## config.mk

```make
export PLATFORM = sky130hd
export DESIGN_NAME = sfifo_axis_reader
export DESIGN_NICKNAME = d
export VERILOG_FILES = /design/src/rtl/sfifo_axis_reader.sv
export SDC_FILE = /design/constraint.sdc
export NUM_CORES = 1
export LEC_CHECK = 0
export ABC_AREA = 1
export BUFFER_PORTS_ARGS = -buffer_cell sky130_fd_sc_hd__buf_2
export CAP_MARGIN = 15
export CORE_AREA = 2 2 73 75
export CTS_CLUSTER_SIZE = 24
export DETAILED_ROUTE_END_ITERATION = 8
export DIE_AREA = 0 0 75 77
export PLACE_DENSITY = 0.78
export SLEW_MARGIN = 20
export SYNTH_ARGS = -nofsm -noshare
export SYNTH_HDL_FRONTEND = slang
export SYNTH_SLANG_ARGS = --single-unit
```

## constraint.sdc

```tcl
create_clock -name i_clk -period 4.7 [get_ports i_clk]
set_clock_uncertainty 0.15 [all_clocks]
set_input_delay 0.47 -clock i_clk [delete_from_list [all_inputs] [get_ports i_clk]]
set_output_delay 0.47 -clock i_clk [all_outputs]
set_load 0.05 [all_outputs]
```

## src/rtl/sfifo_axis_reader.sv

```systemverilog
// Drains a synchronous FIFO read port into an AXI-stream master through a
// 2-entry buffer, framing the stream into packets of programmable length.
module sfifo_axis_reader #(
  parameter int BW       = 8,
  parameter int LGPKT    = 8,
  parameter bit OPT_FWFT = 1'b1
) (
  input  logic             i_clk,
  input  logic             i_reset,
  output logic             o_rd,
  input  logic [BW-1:0]    i_data,
  input  logic             i_empty,
  input  logic [LGPKT-1:0] i_pkt_last,
  output logic             M_AXIS_TVALID,
  input  logic             M_AXIS_TREADY,
  output logic [BW-1:0]    M_AXIS_TDATA,
  output logic             M_AXIS_TLAST,
  output logic [15:0]      o_pkt_count,
  output logic             o_busy
);

  logic [1:0]       entries;
  logic             inflight;
  logic [BW-1:0]    head_p1;
  logic [BW-1:0]    skid_p1;
  logic [LGPKT-1:0] beat_cnt;
  logic [LGPKT-1:0] len_q;
  logic             pop;
  logic             cap;
  logic             last_beat;
  logic [2:0]       occ;

  assign pop = M_AXIS_TVALID && M_AXIS_TREADY;

  // Slots still committed after this cycle's pop; an in-flight read already owns one.
  assign occ  = {1'b0, entries} + {2'b00, inflight} - {2'b00, pop};
  assign o_rd = !i_reset && !i_empty && (occ < 3'd2);

  // ---- p0: FIFO read issue / data return ----
  generate
    if (OPT_FWFT) begin : g_fwft
      assign inflight = 1'b0;
      assign cap      = o_rd;
    end else begin : g_reg
      always_ff @(posedge i_clk) begin
        if (i_reset)
          inflight <= 1'b0;
        else
          inflight <= o_rd;
      end
      assign cap = inflight;
    end
  endgenerate

  // ---- p1: 2-entry output buffer (head drives TDATA, skid behind it) ----
  always_ff @(posedge i_clk) begin
    if (pop && (entries == 2'd2))
      head_p1 <= skid_p1;
    else if (cap && ((entries == 2'd0) || pop))
      head_p1 <= i_data;

    if (cap && (((entries == 2'd1) && !pop) || ((entries == 2'd2) && pop)))
      skid_p1 <= i_data;
  end

  always_ff @(posedge i_clk) begin
    if (i_reset) begin
      entries <= 2'd0;
    end else begin
      case ({cap, pop})
        2'b10:   entries <= entries + 2'd1;
        2'b01:   entries <= entries - 2'd1;
        default: entries <= entries;
      endcase
    end
  end

  // Packet length is latched only at packet boundaries so mid-packet edits are deferred.
  assign last_beat = (beat_cnt == len_q);

  always_ff @(posedge i_clk) begin
    if (i_reset) begin
      beat_cnt    <= '0;
      len_q       <= i_pkt_last;
      o_pkt_count <= 16'd0;
    end else if (pop) begin
      if (last_beat) begin
        beat_cnt    <= '0;
        len_q       <= i_pkt_last;
        o_pkt_count <= o_pkt_count + 16'd1;
      end else begin
        beat_cnt <= beat_cnt + 1'b1;
      end
    end
  end

  assign M_AXIS_TVALID = (entries != 2'd0);
  assign M_AXIS_TDATA  = head_p1;
  assign M_AXIS_TLAST  = M_AXIS_TVALID && last_beat;
  assign o_busy        = (entries != 2'd0) || inflight;

endmodule

```

# Word level (Yosys, flattened, before mapping)
# Cells that the tools add are included.
# totals
register_bits,50
out_inout_bits,28
# classes
magnitude_cmp,1
muxes,7
eq_ne,5
n_addsub,5
n_reduce_logical,21
# op_table
operator,n
two-way mux 8 bit,6
"adder 16 x 1 -> 16 bit, second input constant",1
nonzero test 2 bit,5
"adder 8 x 1 -> 8 bit, second input constant",1
equality test 8 bit,1
logical AND 1 bit,8
"equality test 2 x 1 -> 1 bit, second input constant",2
"equality test 2 bit, second input constant",2
case mux 2 bit (2 select lines),1
AND reduction 2 bit,2
zero test 1 bit,3
"< comparator 3 x 2 -> 1 bit, second input constant",1
subtractor 2 x 1 -> 3 bit,1
"adder 2 x 1 -> 2 bit, second input constant",1
zero test 2 bit,1
logical OR 1 bit,2
"subtractor 2 x 1 -> 2 bit, second input constant",1

# Logic depth before layout (Yosys ltp)
# logic_depth
depth_word,8
depth_mapped,11

# Least setup slack after synthesis
# No wires, ideal clock.
# synth_timing
path_type,register to register
from,register entries[0]
to,"register head_p1[0], in the netlist M_AXIS_TDATA[0] (enable)"
t_arrival_ps,1938
n_path_buf,0
slack_ps,2228
required_ps,4166
path_stages_with_launch,8
period_less_slack_ps,2472
path_cell_list,dfxtp_1 > inv_1 > ha_1 > nor2_4 > inv_2 > o21ai_0 > nand2_1 > o21ai_0
# synth_between
elab_chain_len,7
word_cells_on_any_way,11
# synth_lines
item,line,text
from (decl),22,logic [1:0] entries;
from (signal assigned),71,2'b10: entries <= entries + 2'd1;
from (signal assigned),72,2'b01: entries <= entries - 2'd1;
from (signal assigned),73,default: entries <= entries;
nonzero test 2 bit *,97,assign M_AXIS_TVALID = (entries != 2'd0);
logical AND 1 bit *,33,assign pop = M_AXIS_TVALID && M_AXIS_TREADY;
via pop,28,logic pop;
subtractor 2 x 1 -> 3 bit,36,"assign occ = {1'b0, entries} + {2'b00, inflight} - {2'b00, pop};"
< comparator 3 x 2 -> 1 bit,37,assign o_rd = !i_reset && !i_empty && (occ < 3'd2);
logical AND 1 bit,37,
logical AND 1 bit,59,else if (cap && ((entries == 2'd0) || pop))
nonzero test 2 bit (no source line) *,--,
to (signal assigned),58,head_p1 <= skid_p1;
to (signal assigned),60,head_p1 <= i_data;
to (decl),24,logic [BW-1:0] head_p1;
# Mark *: on every way through the listed nets, which the timed path passes. The rest lies on a longest branch.
# A chain may end at the register's enable or synchronous reset.

# Final worst setup path
# layout_timing
from,register entries[0]
to,output port o_rd
# layout_between
elab_chain_len,5
# layout_lines
item,line,text
nonzero test 2 bit,97,
logical AND 1 bit,33,
via pop,28,
subtractor 2 x 1 -> 3 bit,36,
< comparator 3 x 2 -> 1 bit,37,
logical AND 1 bit,37,
to (decl),10,"output logic o_rd,"
# The timed path passes the listed nets, and every way through them passes these cells.

==> metrics <==
slew margin rel.=59.6%; via/cell ratio=around 4.7; final instance area=0.00301 sq mm; Leakage=1.42 nW; final net count=424; wire per inst=around 11 um; area of the multi-input gates=around 0.0011 sq mm; Syn Inst Count=347; Post-synth ARST share=0%; Setup CP Type=reg -> out; Die ar.=a little under 0.006 sq mm; EDFF count, synth=24; crit path DAT=approximately 2.2 ns; initial antenna violation count=0; fmax=about 360 MHz; sw frac=a little over a third; peak supply drop=approximately 190 uV; filler instances=449; combinational share of power=around 26%; max-cap violations=0; Initial Util=a little over half; flop and latch count out of synthesis=50; H-tree depth=2; die width=75 um; overall global routing resource usage=between 10% and 20%; Tightest Hold Check Type=in -> reg; Pint=slightly below 0.0007 W; gp weighted congestion=approximately 0.82; residual DRC count=0; synthesized area per cell=~7.6 sq um; crit path capture type=primary output; WL final=5.06 mm; crit path from=entries[0]; Num CTS Buffers=5; Startpoint Class=flop; Final ANT Viol Nets=0; Clock Sinks=50; Synth cell types=21; dpl ws=about 1.9 ns; CTS root buffer=clkbuf_8; Clock Tree Buf Depth=2; Ys Warns=0; hold bufs inserted after CTS=0; clock share of power=24.6%; Final Core Density=between 60% and 70%; RSZ-0062 raised after global routing=no; Crit path required time=slightly above 4 ns; first-pass GRT wire length=around 8.7 mm; post-cts resize count=0; # setup viols final=0; sequential element share of the synthesized area=between 40% and 50%; fin crit share=between 50 and 60%; CTS tree=built; clk slew on worst S/H paths=~0.10 ns; layout cell share with drive strength beyond 1=around 18%; sequential share of power=between 40% and 50%; # port buffers=47; synthesis-to-finish area growth=14.7%; Hold Path Origin=i_pkt_last[0]; final setup margin=approximately 1.9 ns; final setup TNS=0 ns; largest net degree at the start of global routing=18; crit-path max FO=10; switching pwr=between 0.0003 and 0.0004 W; Slew Viols, Final=0; DP Wirelength=around 3.8 mm; via count=2227; vias in the first global route=roughly 2100; synthesized cell area=~0.0026 sq mm; DR iter-0 viols=86; Post CTS Setup Buffer Count=0; Fin. Hold Viols=0; io pins=48; height of the die=approximately 77 um; row count=26; CORE AREA=roughly 0.005 sq mm; status=completed; final worst path period need=roughly 2.8 ns; DRT Pass-1 Iters=4; Ant. Diodes=0; P per Cell Area=between 300 and 400 mW/mm^2; GRT overflow=0; Worst R2R Start=entries[0]; ys flop type=dfxtp_1; Post-DP Area=slightly below 0.003 sq mm; Register Area=roughly 0.0012 sq mm; Mapped Nets=approximately 370; slew at the pin closest to its max-slew limit=~0.60 ns; worst-skew pair later-pin latency=between 0.3 and 0.4 ns
## final timing paths
check	to	slack, ns	depth (start not counted)
min reg2reg	o_pkt_count[14]	0.35	2
max reg2reg	skid_p1[2]	2.08	7
min	len_q[0]	0.18	1
max	o_rd	1.90	8
## layout make-up
cell class	instances	area share [%]
Sequential cell	50	41.3
Multi-Input combinational cell	240	38.1
Timing Repair Buffer	47	7.83
Inverter	54	6.74
Tap cell	70	2.91
Clock buffer	5	2.29
Clock inverter	3	0.791
## state kept, by name, indices dropped and copies added, names as in the netlist
name and flops:
skid_p1 8, M_AXIS_TDATA 8, entries 2, len_q 8, beat_cnt 8, o_pkt_count 16
## synthesized netlist by cell type, types with 5 or more instances
library cell,count,share of area (%)
inv_2,5,0.72
ha_1,6,2.9
nand3_1,27,5.2
dfxtp_1,26,20
inv_1,47,6.7
nor3_1,6,1.1
xor2_1,12,4.0
edfxtp_1,24,28
nor2_1,45,6.4
nand2_1,120,17
nand2_2,5,1.2
## kinds of logic (layout without fill, tap and decap cells)
kind of cell	after synthesis	count (layout)	synth area share [%]
xor+xnor	15	15	5.01
fa+ha+maj	6	6	2.87
flops	50	50	47.4
compound gates	7	7	1.34
buf+inv	57	109	8.88
simple gates	212	212	34.5
## cells in the final DEF (no fill, tap or decap), drive strengths merged
cell	synthesis	layout
clkinv	2	2
a21oi	3	3
nor2	49	49
xnor2	3	3
nor3	6	6
clkinvlp	0	2
nand3b	1	1
ha	6	6
nand2	125	125
dfxtp	26	26
clkbuf	0	5
xor2	12	12
edfxtp	24	24
inv	52	53
buf	3	47
nand3	28	28
o21ai	4	4
nand4	3	3
## power by group through the flow
stage / clock network [W] / registers, W / logic [W]
after global routing: 0.000281 / 0.000530 / 0.000300
final: 0.000259 / 0.000523 / 0.000271
after detailed placement: 0 / 0.000533 / 0.000271
after floorplan: 0 / 0.000584 / 0.000162
after CTS: 0.000265 / 0.000523 / 0.000273
after global placement: 0 / 0.000530 / 0.000264
## through the flow
stage | hold WS, ns | power [W] | std cells
2_1_floorplan | 0.331 | 0.000746 | 347
3_3_place_gp | 0.325 | 0.000794 | 461
3_5_place_dp | 0.334 | 0.000804 | 461
4_1_cts | 0.175 | 0.00106 | 469
5_1_grt | 0.166 | 0.00111 | 469
6_report | 0.178 | 0.00105 | 469
## metal layers
layer / global-route usage, % / routed length, um / up-vias
met5: 0 / 0 / -
met4: 5.89 / 65 / 0
met3: 4.20 / 256 / 6
met2: 32.2 / 2350 / 48
met1: 24.0 / 2390 / 1002
li1: - / - / 1171
## worst max-delay path: stages (launching register included)
cell and delay [ns]:
dfxtp_1 0.43, inv_1 0.09, ha_1 0.27, nor2_4 0.32
inv_2 0.14, o21ai_0 0.18, nand2_1 0.13, inv_1 0.07
buf_2 0.25
No activity file was read; power rests on OpenSTA's default activity.
